File: config.mk
export PLATFORM = sky130hd
export DESIGN_NAME = tohost_monitor
export DESIGN_NICKNAME = d
export VERILOG_FILES = /design/src/rtl/tohost_pkg.sv /design/src/rtl/tohost_watchdog.sv /design/src/rtl/tohost_monitor.sv
export SDC_FILE = /design/constraint.sdc
export NUM_CORES = 1
export LEC_CHECK = 0
export BUFFER_PORTS_ARGS = -buffer_cell sky130_fd_sc_hd__buf_4
export CORE_MARGIN = 2
export CORE_UTILIZATION = 56
export DETAILED_ROUTE_END_ITERATION = 8
export HOLD_SLACK_MARGIN = 0.02
export MAX_ROUTING_LAYER = met4
export PLACE_DENSITY = 0.89
export SYNTH_ARGS = -nofsm -noshare
export SYNTH_HDL_FRONTEND = slang
export SYNTH_SLANG_ARGS = --single-unit
export TNS_END_PERCENT = 30
File: constraint.sdc
create_clock -name clock -period 3.8 [get_ports clock]
set_input_delay 0.57 -clock clock [delete_from_list [all_inputs] [get_ports clock]]
set_output_delay 0.57 -clock clock [all_outputs]
set_load 0.05 [all_outputs]
File: src/rtl/tohost_pkg.sv
// Shared types and decode helpers for the HTIF tohost monitor.
// Contents:
//   state_e    monitor FSM states
//   reason_e   failure reason codes driven on the reason output
//   decode_t   classification of one complete 64-bit tohost value
//   decode_value()  rule set applied to every complete tohost value
package tohost_pkg;

  typedef enum logic [1:0] {
    StRun,
    StHalf,
    StPass,
    StFail
  } state_e;

  typedef enum logic [1:0] {
    RsnNone      = 2'd0,
    RsnExit      = 2'd1,
    RsnTimeout   = 2'd2,
    RsnMalformed = 2'd3
  } reason_e;

  // HTIF command layout: device in [63:56], command in [55:48].
  localparam int unsigned DevMsb = 63;
  localparam int unsigned DevLsb = 56;
  localparam int unsigned CmdMsb = 55;
  localparam int unsigned CmdLsb = 48;

  localparam logic [7:0] DevConsole = 8'd1;
  localparam logic [7:0] CmdPutchar = 8'd1;

  localparam logic [7:0] MaskFull = 8'hFF;
  localparam logic [7:0] MaskLo   = 8'h0F;
  localparam logic [7:0] MaskHi   = 8'hF0;

  typedef struct packed {
    logic    term;    // value ends the test
    logic    pass;    // only meaningful with term
    logic    cons;    // console putchar, test continues
    reason_e reason;
  } decode_t;

  function automatic decode_t decode_value(input logic [63:0] v, input logic console_en);
    decode_t d;
    logic    putchar;
    d        = '0;
    d.reason = RsnNone;
    putchar  = (v[DevMsb:DevLsb] == DevConsole) && (v[CmdMsb:CmdLsb] == CmdPutchar);
    if (v == '0) begin
      // Zero is the idle value written back by the host; nothing to do.
    end else if (putchar) begin
      if (console_en) begin
        d.cons = 1'b1;
      end else begin
        // A console request with no console attached is a protocol error.
        d.term   = 1'b1;
        d.reason = RsnMalformed;
      end
    end else if (v[0]) begin
      d.term = 1'b1;
      if (v[63:1] == '0) begin
        d.pass = 1'b1;
      end else begin
        d.reason = RsnExit;
      end
    end else begin
      d.term   = 1'b1;
      d.reason = RsnMalformed;
    end
    return d;
  endfunction

endpackage

File: src/rtl/tohost_watchdog.sv
// Saturating progress watchdog.
// Ports:
//   clk_i     clock
//   rst_i     synchronous active-high reset
//   clear_i   restart the count (progress seen)
//   en_i      count this cycle
//   expire_o  count reaches Limit on this cycle's increment (or already sits there)
// Limit == 0 disables the watchdog entirely.
module tohost_watchdog #(
  parameter int unsigned Width = 32,
  parameter int unsigned Limit = 100000
) (
  input  logic clk_i,
  input  logic rst_i,
  input  logic clear_i,
  input  logic en_i,
  output logic expire_o
);

  localparam logic [Width-1:0] LimitW = Width'(Limit);
  localparam logic             Active = (Limit != 0);

  logic [Width-1:0] count_q, count_d;

  always_comb begin
    count_d = count_q;
    if (clear_i) begin
      count_d = '0;
    end else if (en_i && Active && (count_q != LimitW)) begin
      count_d = count_q + Width'(1);
    end
  end

  // Staying asserted while saturated lets an expiry that lost to another
  // event fire again on the next counted cycle.
  assign expire_o = Active && en_i && !clear_i && (count_q >= LimitW - Width'(1));

  always_ff @(posedge clk_i) begin
    if (rst_i) begin
      count_q <= '0;
    end else begin
      count_q <= count_d;
    end
  end

endmodule

File: src/rtl/tohost_monitor.sv
// Snoops the harness memory write channel for stores to the HTIF tohost word
// and reports test termination (finish / sticky failure + reason), with a
// progress watchdog for hung cases. Purely passive: never drives ready.
// Ports:
//   clock, reset          clock and synchronous active-high reset
//   wr_valid, wr_ready    snooped handshake; a beat fires on valid && ready
//   wr_addr/data/mask     snooped write beat
//   progress              one-cycle pulse per retired instruction
//   finish                test ended with exit code 0
//   failure               test ended with nonzero exit, malformed tohost or timeout
//   reason                0 none, 1 nonzero exit, 2 timeout, 3 malformed
//   exit_code             data[32:1] of the terminating tohost value
//   cons_valid/cons_char  console putchar strobe (only with TOHOST_CONSOLE_EN)
// Optional feature macro: TOHOST_CONSOLE_EN.
module tohost_monitor
  import tohost_pkg::*;
#(
  parameter int unsigned       ADDR_W      = 32,
  parameter logic [ADDR_W-1:0] TOHOST_ADDR = 32'h8000_1000,
  parameter int unsigned       WDOG_CYCLES = 100000,
  parameter int unsigned       WDOG_W      = 32
) (
  input  logic              clock,
  input  logic              reset,
  input  logic              wr_valid,
  input  logic              wr_ready,
  input  logic [ADDR_W-1:0] wr_addr,
  input  logic [63:0]       wr_data,
  input  logic [7:0]        wr_mask,
  input  logic              progress,
  output logic              finish,
  output logic              failure,
  output logic [1:0]        reason,
  output logic [31:0]       exit_code
`ifdef TOHOST_CONSOLE_EN
  ,
  output logic              cons_valid,
  output logic [7:0]        cons_char
`endif
);

`ifdef TOHOST_CONSOLE_EN
  localparam logic ConsoleEn = 1'b1;
`else
  localparam logic ConsoleEn = 1'b0;
`endif

  state_e      state_q, state_d;
  reason_e     reason_q, reason_d;
  logic [31:0] exit_q, exit_d;
  logic [31:0] lo_q, lo_d;
  logic        cons_valid_q, cons_valid_d;
  logic [7:0]  cons_char_q, cons_char_d;

  logic        hit;
  logic        live;
  logic        expire;
  logic        eval_now;
  logic [63:0] eval_val;
  decode_t     dec;

  assign hit  = wr_valid && wr_ready && (wr_addr == TOHOST_ADDR) && (wr_mask != '0);
  assign live = (state_q == StRun) || (state_q == StHalf);

  // In HALF the complete value is the new high half over the latched low half.
  assign eval_val = (state_q == StHalf) ? {wr_data[63:32], lo_q} : wr_data;
  assign dec      = decode_value(eval_val, ConsoleEn);

  tohost_watchdog #(
    .Width(WDOG_W),
    .Limit(WDOG_CYCLES)
  ) u_watchdog (
    .clk_i   (clock),
    .rst_i   (reset),
    .clear_i (progress),
    .en_i    (live),
    .expire_o(expire)
  );

  always_comb begin
    state_d      = state_q;
    reason_d     = reason_q;
    exit_d       = exit_q;
    lo_d         = lo_q;
    cons_valid_d = 1'b0;
    cons_char_d  = cons_char_q;
    eval_now     = 1'b0;

    if (live) begin
      if (hit) begin
        if ((state_q == StRun) && (wr_mask == MaskFull)) begin
          eval_now = 1'b1;
        end else if ((state_q == StRun) && (wr_mask == MaskLo)) begin
          lo_d    = wr_data[31:0];
          state_d = StHalf;
        end else if ((state_q == StHalf) && (wr_mask == MaskHi)) begin
          eval_now = 1'b1;
          state_d  = StRun;
        end else begin
          state_d  = StFail;
          reason_d = RsnMalformed;
        end
      end else if (expire) begin
        // A hit in the same cycle takes precedence over the timeout.
        state_d  = StFail;
        reason_d = RsnTimeout;
        exit_d   = '0;
      end
    end

    if (eval_now && dec.term) begin
      state_d  = dec.pass ? StPass : StFail;
      reason_d = dec.reason;
      exit_d   = eval_val[32:1];
    end
    if (eval_now && dec.cons) begin
      cons_valid_d = 1'b1;
      cons_char_d  = eval_val[7:0];
    end
  end

  always_ff @(posedge clock) begin
    if (reset) begin
      state_q      <= StRun;
      reason_q     <= RsnNone;
      exit_q       <= '0;
      lo_q         <= '0;
      cons_valid_q <= 1'b0;
      cons_char_q  <= '0;
    end else begin
      state_q      <= state_d;
      reason_q     <= reason_d;
      exit_q       <= exit_d;
      lo_q         <= lo_d;
      cons_valid_q <= cons_valid_d;
      cons_char_q  <= cons_char_d;
    end
  end

  assign finish    = (state_q == StPass);
  assign failure   = (state_q == StFail);
  assign reason    = reason_q;
  assign exit_code = exit_q;

`ifdef TOHOST_CONSOLE_EN
  assign cons_valid = cons_valid_q;
  assign cons_char  = cons_char_q;
`else
  logic unused_cons;
  assign unused_cons = cons_valid_q ^ (^cons_char_q);
`endif

endmodule
Word-level counts from Yosys, hierarchy flattened
Cells that the tools add are included.

operators by class
  mux-type cells = 33
  $lt $le $gt $ge = 1
  add/sub/neg operators = 1
  equal/unequal tests = 14
  bitwise logic cells = 1
  reduce and logical (&&, ||, !) cells = 25

operators with widths
  cell                                                                                   number
  32-bit 2-to-1 mux                                                                      5
  64-bit zero test                                                                       1
  63-bit zero test                                                                       1
  2-bit 2-to-1 mux                                                                       18
  32-bit by 1-bit adder with 32-bit output, second input constant                        1
  32-bit == test, second input constant                                                  1
  32-bit by 17-bit greater-or-equal comparator with 1-bit output, second input constant  1
  32-bit by 17-bit inequality test with 1-bit output, second input constant              1
  8-bit by 1-bit == test with 1-bit output, second input constant                        2
  8-bit == test, second input constant                                                   2
  1-bit logical AND                                                                      11
  1-bit 2-to-1 mux                                                                       10
  3-bit by 2-bit inequality test with 1-bit output, second input constant                3
  8-bit by 4-bit == test with 1-bit output, second input constant                        1
  8-bit nonzero test                                                                     1
  3-bit AND reduction                                                                    2
  5-bit AND reduction                                                                    1
  2-bit == test, second input constant                                                   2
  4-bit AND reduction                                                                    1
  2-bit nonzero test                                                                     2
  3-bit nonzero test                                                                     1
  2-bit by 1-bit == test with 1-bit output, second input constant                        1
  2-bit zero test                                                                        1
  2-bit by 1-bit inequality test with 1-bit output, second input constant                1
  4 further kinds                                                                        4

word-level totals
  bits in registers = 100
  logic and storage cells = 80

Depth between registers and ports, before layout
  depth in word-level cells = 10
  mapped depth = 11

Cells and area by module
From an unflattened synthesis, not the netlist that was laid out.

second synthesis, totals
  cell total of the unflattened synthesis = 544
  area total of the unflattened synthesis = 4675.7 sq um

modules (own cells, without submodules)
  module           sequential area each (sq um)  area an instance (sq um)  instances  cells each
  tohost_monitor   1361.3                        3041.7                    1          342
  tohost_watchdog  640.6                         1634.1                    1          202

Least setup slack after synthesis
OpenSTA, ideal clock, no wires.

  path type = input-to-reg
  from = input wr_addr[6]
  to = register exit_q[25], in the netlist exit_code[25]
  setup slack = 1424 ps
  buffers on the path = 1
  data arrival time = 2305 ps
  cell stages on the path = 8
  setup time = 70 ps
  cells stage by stage = nor4_1 o2111ai_1 nor4_1 nand2_1 a21oi_2 clkbuf_1 nand2_1 a21oi_1

on the way
  longest elaborated chain between the ends = 8

RTL lines
  what                                                                                                     RTL line               source
  start, declared                                                                                          tohost_monitor.sv:27   input logic [ADDR_W-1:0] wr_addr,
  32-bit == test *                                                                                         tohost_monitor.sv:62   assign hit = wr_valid && wr_ready && (wr_addr == TOHOST_ADDR) && (wr_mask != '0);
  1-bit logical AND * (2 in series)                                                                        tohost_monitor.sv:62
  1-bit 2-to-1 mux                                                                                         tohost_monitor.sv:90   if (hit) begin
  1-bit 2-to-1 mux                                                                                         tohost_monitor.sv:89   if (live) begin
  1-bit logical AND                                                                                        tohost_monitor.sv:111  if (eval_now && dec.term) begin
  2-bit by 1-bit inequality test with 1-bit output (no line) / 2-bit nonzero test (equally long branches)  n/a
  3-bit AND reduction (no line)                                                                            n/a
  end signal, assigned                                                                                     tohost_monitor.sv:133  exit_q <= exit_d;
  end, declared                                                                                            tohost_monitor.sv:50   logic [31:0] exit_q, exit_d;

Mark *: on every way between the ends. The rest lies on a longest branch, timed or not.
A chain may end at the register's enable or synchronous reset.

Final worst setup path
  from = register state_q[1]
  to = register exit_q[25], in the netlist exit_code[25]

on the way
  longest elaborated chain between the ends = 10

RTL lines
  what                                                                                                     RTL line                                                          source
  start, declared                                                                                          tohost_monitor.sv:48                                              state_e state_q, state_d;
  start signal, assigned                                                                                   tohost_monitor.sv:124                                             state_q <= StRun;
  start signal, assigned                                                                                   tohost_monitor.sv:131                                             state_q <= state_d;
  2-bit by 1-bit == test with 1-bit output                                                                 tohost_monitor.sv:63, tohost_monitor.sv:66, tohost_monitor.sv:96
  1-bit logical AND                                                                                        tohost_monitor.sv:96                                              end else if ((state_q == StHalf) && (wr_mask == MaskHi)) begin
  1-bit 2-to-1 mux                                                                                         tohost_monitor.sv:96
  1-bit 2-to-1 mux                                                                                         tohost_monitor.sv:93                                              end else if ((state_q == StRun) && (wr_mask == MaskLo)) begin
  1-bit 2-to-1 mux                                                                                         tohost_monitor.sv:91                                              if ((state_q == StRun) && (wr_mask == MaskFull)) begin
  1-bit 2-to-1 mux                                                                                         tohost_monitor.sv:90
  1-bit 2-to-1 mux                                                                                         tohost_monitor.sv:89
  1-bit logical AND                                                                                        tohost_monitor.sv:111
  2-bit by 1-bit inequality test with 1-bit output (no line) / 2-bit nonzero test (equally long branches)  n/a
  3-bit AND reduction (no line)                                                                            n/a

Several ways; a longest one is shown, not always the timed one.

==> results.py <==
metrics = {
    "run_status": {
        "outcome": "finished, final reports clean",
    },
    "synth": {
        "dominantRegCellSynth": "dfxtp_1",
        "yosysWarnings": 0,
        "postSynth.asyncResetShare_pct": 0,
        "synthCells": 606,
        "synth_enable_flop_cells": 0,
        "yosysSeqAreaShare_pct": 41.2,
        "mappedNetlistNets": 717,
        "synth_seq_cells": 100,
        "post_synth_num_cell_types": 46,
        "synth.avg_cell_area_um2": 8.02,
        "mappedNetlistArea_mm2": 0.00486,
    },
    "run": {
        "maxCapViolCount": 0,
    },
    "worst_hold_path": {
        "hold_path_startpoint": "lo_q[0]$_SDFFE_PP0P_",
        "worstHoldPathType": "reg -> reg",
        "holdPathStages": 2,
        "min_to": "lo_q[0]$_SDFFE_PP0P_",
    },
    "setup_path": {
        "setup.worst_path.class": "reg -> reg",
        "worst-endpoint-arrival_ps": 3430,
        "cp.required_ps": 4090,
        "regToRegEndpoint": "exit_code[25]$_SDFFE_PP0P_",
        "endpoint_kind": "flip-flop",
        "r2r_cells": 9,
        "cp-start-kind": "flip-flop",
        "critical_path_fanouts_max": 24,
        "r2r-start": "state_q[1]$_SDFFE_PP0P_",
        "setup_slack_of_the_most_critical_reg_to_reg_path_ps": 660,
    },
    "timing": {
        "tightestPinTransition_ps": 1150,
        "post-route-worst-setup-slack_ps": 665,
        "worst_case_headroom_to_the_max_slew_limit_pct": 23.0,
        "finalSetupViolations": 0,
        "setup_tns_final_ps": 0,
        "fin_worst_hold_slack_ps": 458,
        "maxClockFrequency_mhz": 319,
        "rsz0062_at_grt": "false",
        "min_period_over_period_pct": 82.5,
        "timing.final.max_slew_violations": 0,
        "finalWorstPathRequiredPeriod_ps": 3140,
        "finalHoldViolations": 0,
        "fin_worst_skew_ps": 14.6,
    },
    "pwr": {
        "vdd_drop_max_mv": 0.199,
        "power_leakage_nw": 2.28,
        "cellPowerDensity_mw_per_mm2": 298,
    },
    "floorplan": {
        "core_region_area_mm2": 0.00830,
        "num_io_pins": 145,
        "die_x_um": 97.2,
        "floorplan.initialDensity_pct": 58.6,
        "chipHeight_um": 97.2,
        "fp-row-count": 33,
        "dieArea_mm2": 0.00944,
    },
    "routing": {
        "routed_wire_length_per_instance_um": 16.4,
        "detail-route-antenna-nets": 0,
        "post-route-drc-count": 0,
        "detail_route.vias_per_cell": 5.95,
        "via_count": 5001,
        "drt_pre_antenna_iters": 5,
        "number_of_drc_markers_in_iteration_0": 328,
        "routed_wl_mm": 13.8,
    },
    "place": {
        "count_of_port_buffers_added_during_placement": 144,
        "gp_routability_congestion": 0.875,
        "half_perimeter_wire_length_after_placement_mm": 10.1,
        "placement.setup.worst_slack_ps": 752,
    },
    "cts": {
        "clock_path_buffers": 2,
        "cts_htree_levels": 3,
        "ctsRootBufferMaster": "clkbuf_8",
        "tritoncts": "yes",
        "post_cts_hold_buffer_count": 0,
        "clock_insertion_delay_worst_skew_ps": 360,
        "cts.reportedPaths.clkPinSlew_ps": 100,
        "cts_inserted_buffers": 9,
        "post_cts_resize_count": 0,
        "number_of_buffers_inserted_to_repair_setup_after_cts": 0,
        "tritoncts_num_sinks": 100,
    },
    "global_routing": {
        "grt.overflow.total": 0,
        "grt_busiest_layer": "met2",
        "antenna_violations_before_repair": 0,
        "grtUsageMet2_pct": 50.7,
        "global_route.usage.met3_pct": 6.91,
        "track_usage_pct": 29.5,
        "first_pass_grt_wire_length_mm": 22.7,
        "grt_start_max_net_pins": 70,
        "grtUsageMet1_pct": 34.4,
        "first_global_vias": 4872,
    },
    "final_layout": {
        "post_route_cells_drive_above_1_share_pct": 27.7,
        "antenna_cells": 0,
        "finalCoreUtilization_pct": 74.0,
        "most-common-layout-cells": "buf_4, nand2_1, dfxtp_1",
        "fillCellCount": 640,
        "fin_nets": 842,
        "syn2layout_area_growth_pct": 26.4,
        "final_common_cell": "buf_4",
    },
}
flip-flops by register name, summed over array words and instances, names as in the netlist:
signal and count:
exit_code 32, reason 2, state_q 2, lo_q 32, u_watchdog.count_q 32
area by class of cell:
cell class                 count  area [um2]  share of cell area [%]
clock buffer                  12         145                    2.36
timing repair buffer         150        1140                    18.5
inverter                       9        33.8                   0.550
multi-input combinational    461        2660                    43.3
tap                          105         131                    2.14
clock inverter                 4        33.8                   0.550
sequential                   100        2000                    32.6
worst max-delay path, cell delays in order, from the launching register on:
cell and delay (ps):
dfxtp_1 520, nand2b_2 580, buf_4 360, nand2_1 70, o31a_1 130, a2111oi_4 360, a21o_1 560, buf_12 240
nand3_1 90, a21oi_1 150
worst max path at each step:
| stage | startpoint | end | slack [ps] |
|---|---|---|---|
| floorplan | wr_addr[6] | exit_code[25]$_SDFFE_PP0P_ | 1420 |
| global placement | wr_data[23] | exit_code[30]$_SDFFE_PP0P_ | 860 |
| detailed placement | state_q[1]$_SDFFE_PP0P_ | exit_code[31]$_SDFFE_PP0P_ | 750 |
| CTS | state_q[1]$_SDFFE_PP0P_ | exit_code[25]$_SDFFE_PP0P_ | 700 |
| global route | state_q[1]$_SDFFE_PP0P_ | exit_code[25]$_SDFFE_PP0P_ | 450 |
| finish | state_q[1]$_SDFFE_PP0P_ | exit_code[25]$_SDFFE_PP0P_ | 660 |
metrics by stage:
stage	instance area, um2	total power, mW	std cells
final	6140	1.83	841
after global routing	6140	1.90	841
after CTS	6140	1.83	841
after detailed placement	5960	1.23	825
after global placement	5960	1.22	825
after floorplan	4860	1.12	606
per-layer routing:
layer	vias to the layer above	part of all wire (%)
met3	30	6.8
met5	-	0
li1	2384	-
met2	199	51
met1	2388	40
met4	0	2.0
power breakdown:
group	total, mW	switching (mW)	internal, mW	leakage [nW]
clock	0.626	0.364	0.262	0.0872
sequential	1.05	0.00164	1.05	0.805
combinational	0.155	0.0631	0.0921	1.39
total	1.83	0.428	1.40	2.28
cell families (layout without fill, tap and decap cells):
family | Yosys count | after routing | share of synthesized area, %
AO/OA/AOI/OAI | 94 | 94 | 11.1
adder cells (fa/ha/maj) | 2 | 2 | 0.515
XOR/XNOR | 28 | 28 | 5.04
buffers and inverters | 45 | 175 | 4.19
multiplexers | 33 | 33 | 7.59
flip-flops | 100 | 100 | 41.2
AND/OR/NAND/NOR | 304 | 304 | 30.4
cells in the mapped netlist (3+ instances only):
cell      instances  area, um2
xnor2_1           9       78.8
nand4_1          13       81.3
dfxtp_1         100       2000
buf_2             4       20.0
and2_1            4       25.0
buf_6             4       45.0
nor4_1           34        213
nand2_1         119        447
nand3_1          46        230
or4_1             6       45.0
xor2_1           19        166
inv_1             9       33.8
and4_1            7       61.3
and3_1            3       18.8
a21oi_1          70        350
mux2_2           31        349
o21ai_0           8       40.0
nor2_1           45        169
nor3_1            9       45.0
clkbuf_1         28        105
or3_1             4       25.0
No activity file was read; power rests on OpenSTA's default activity.
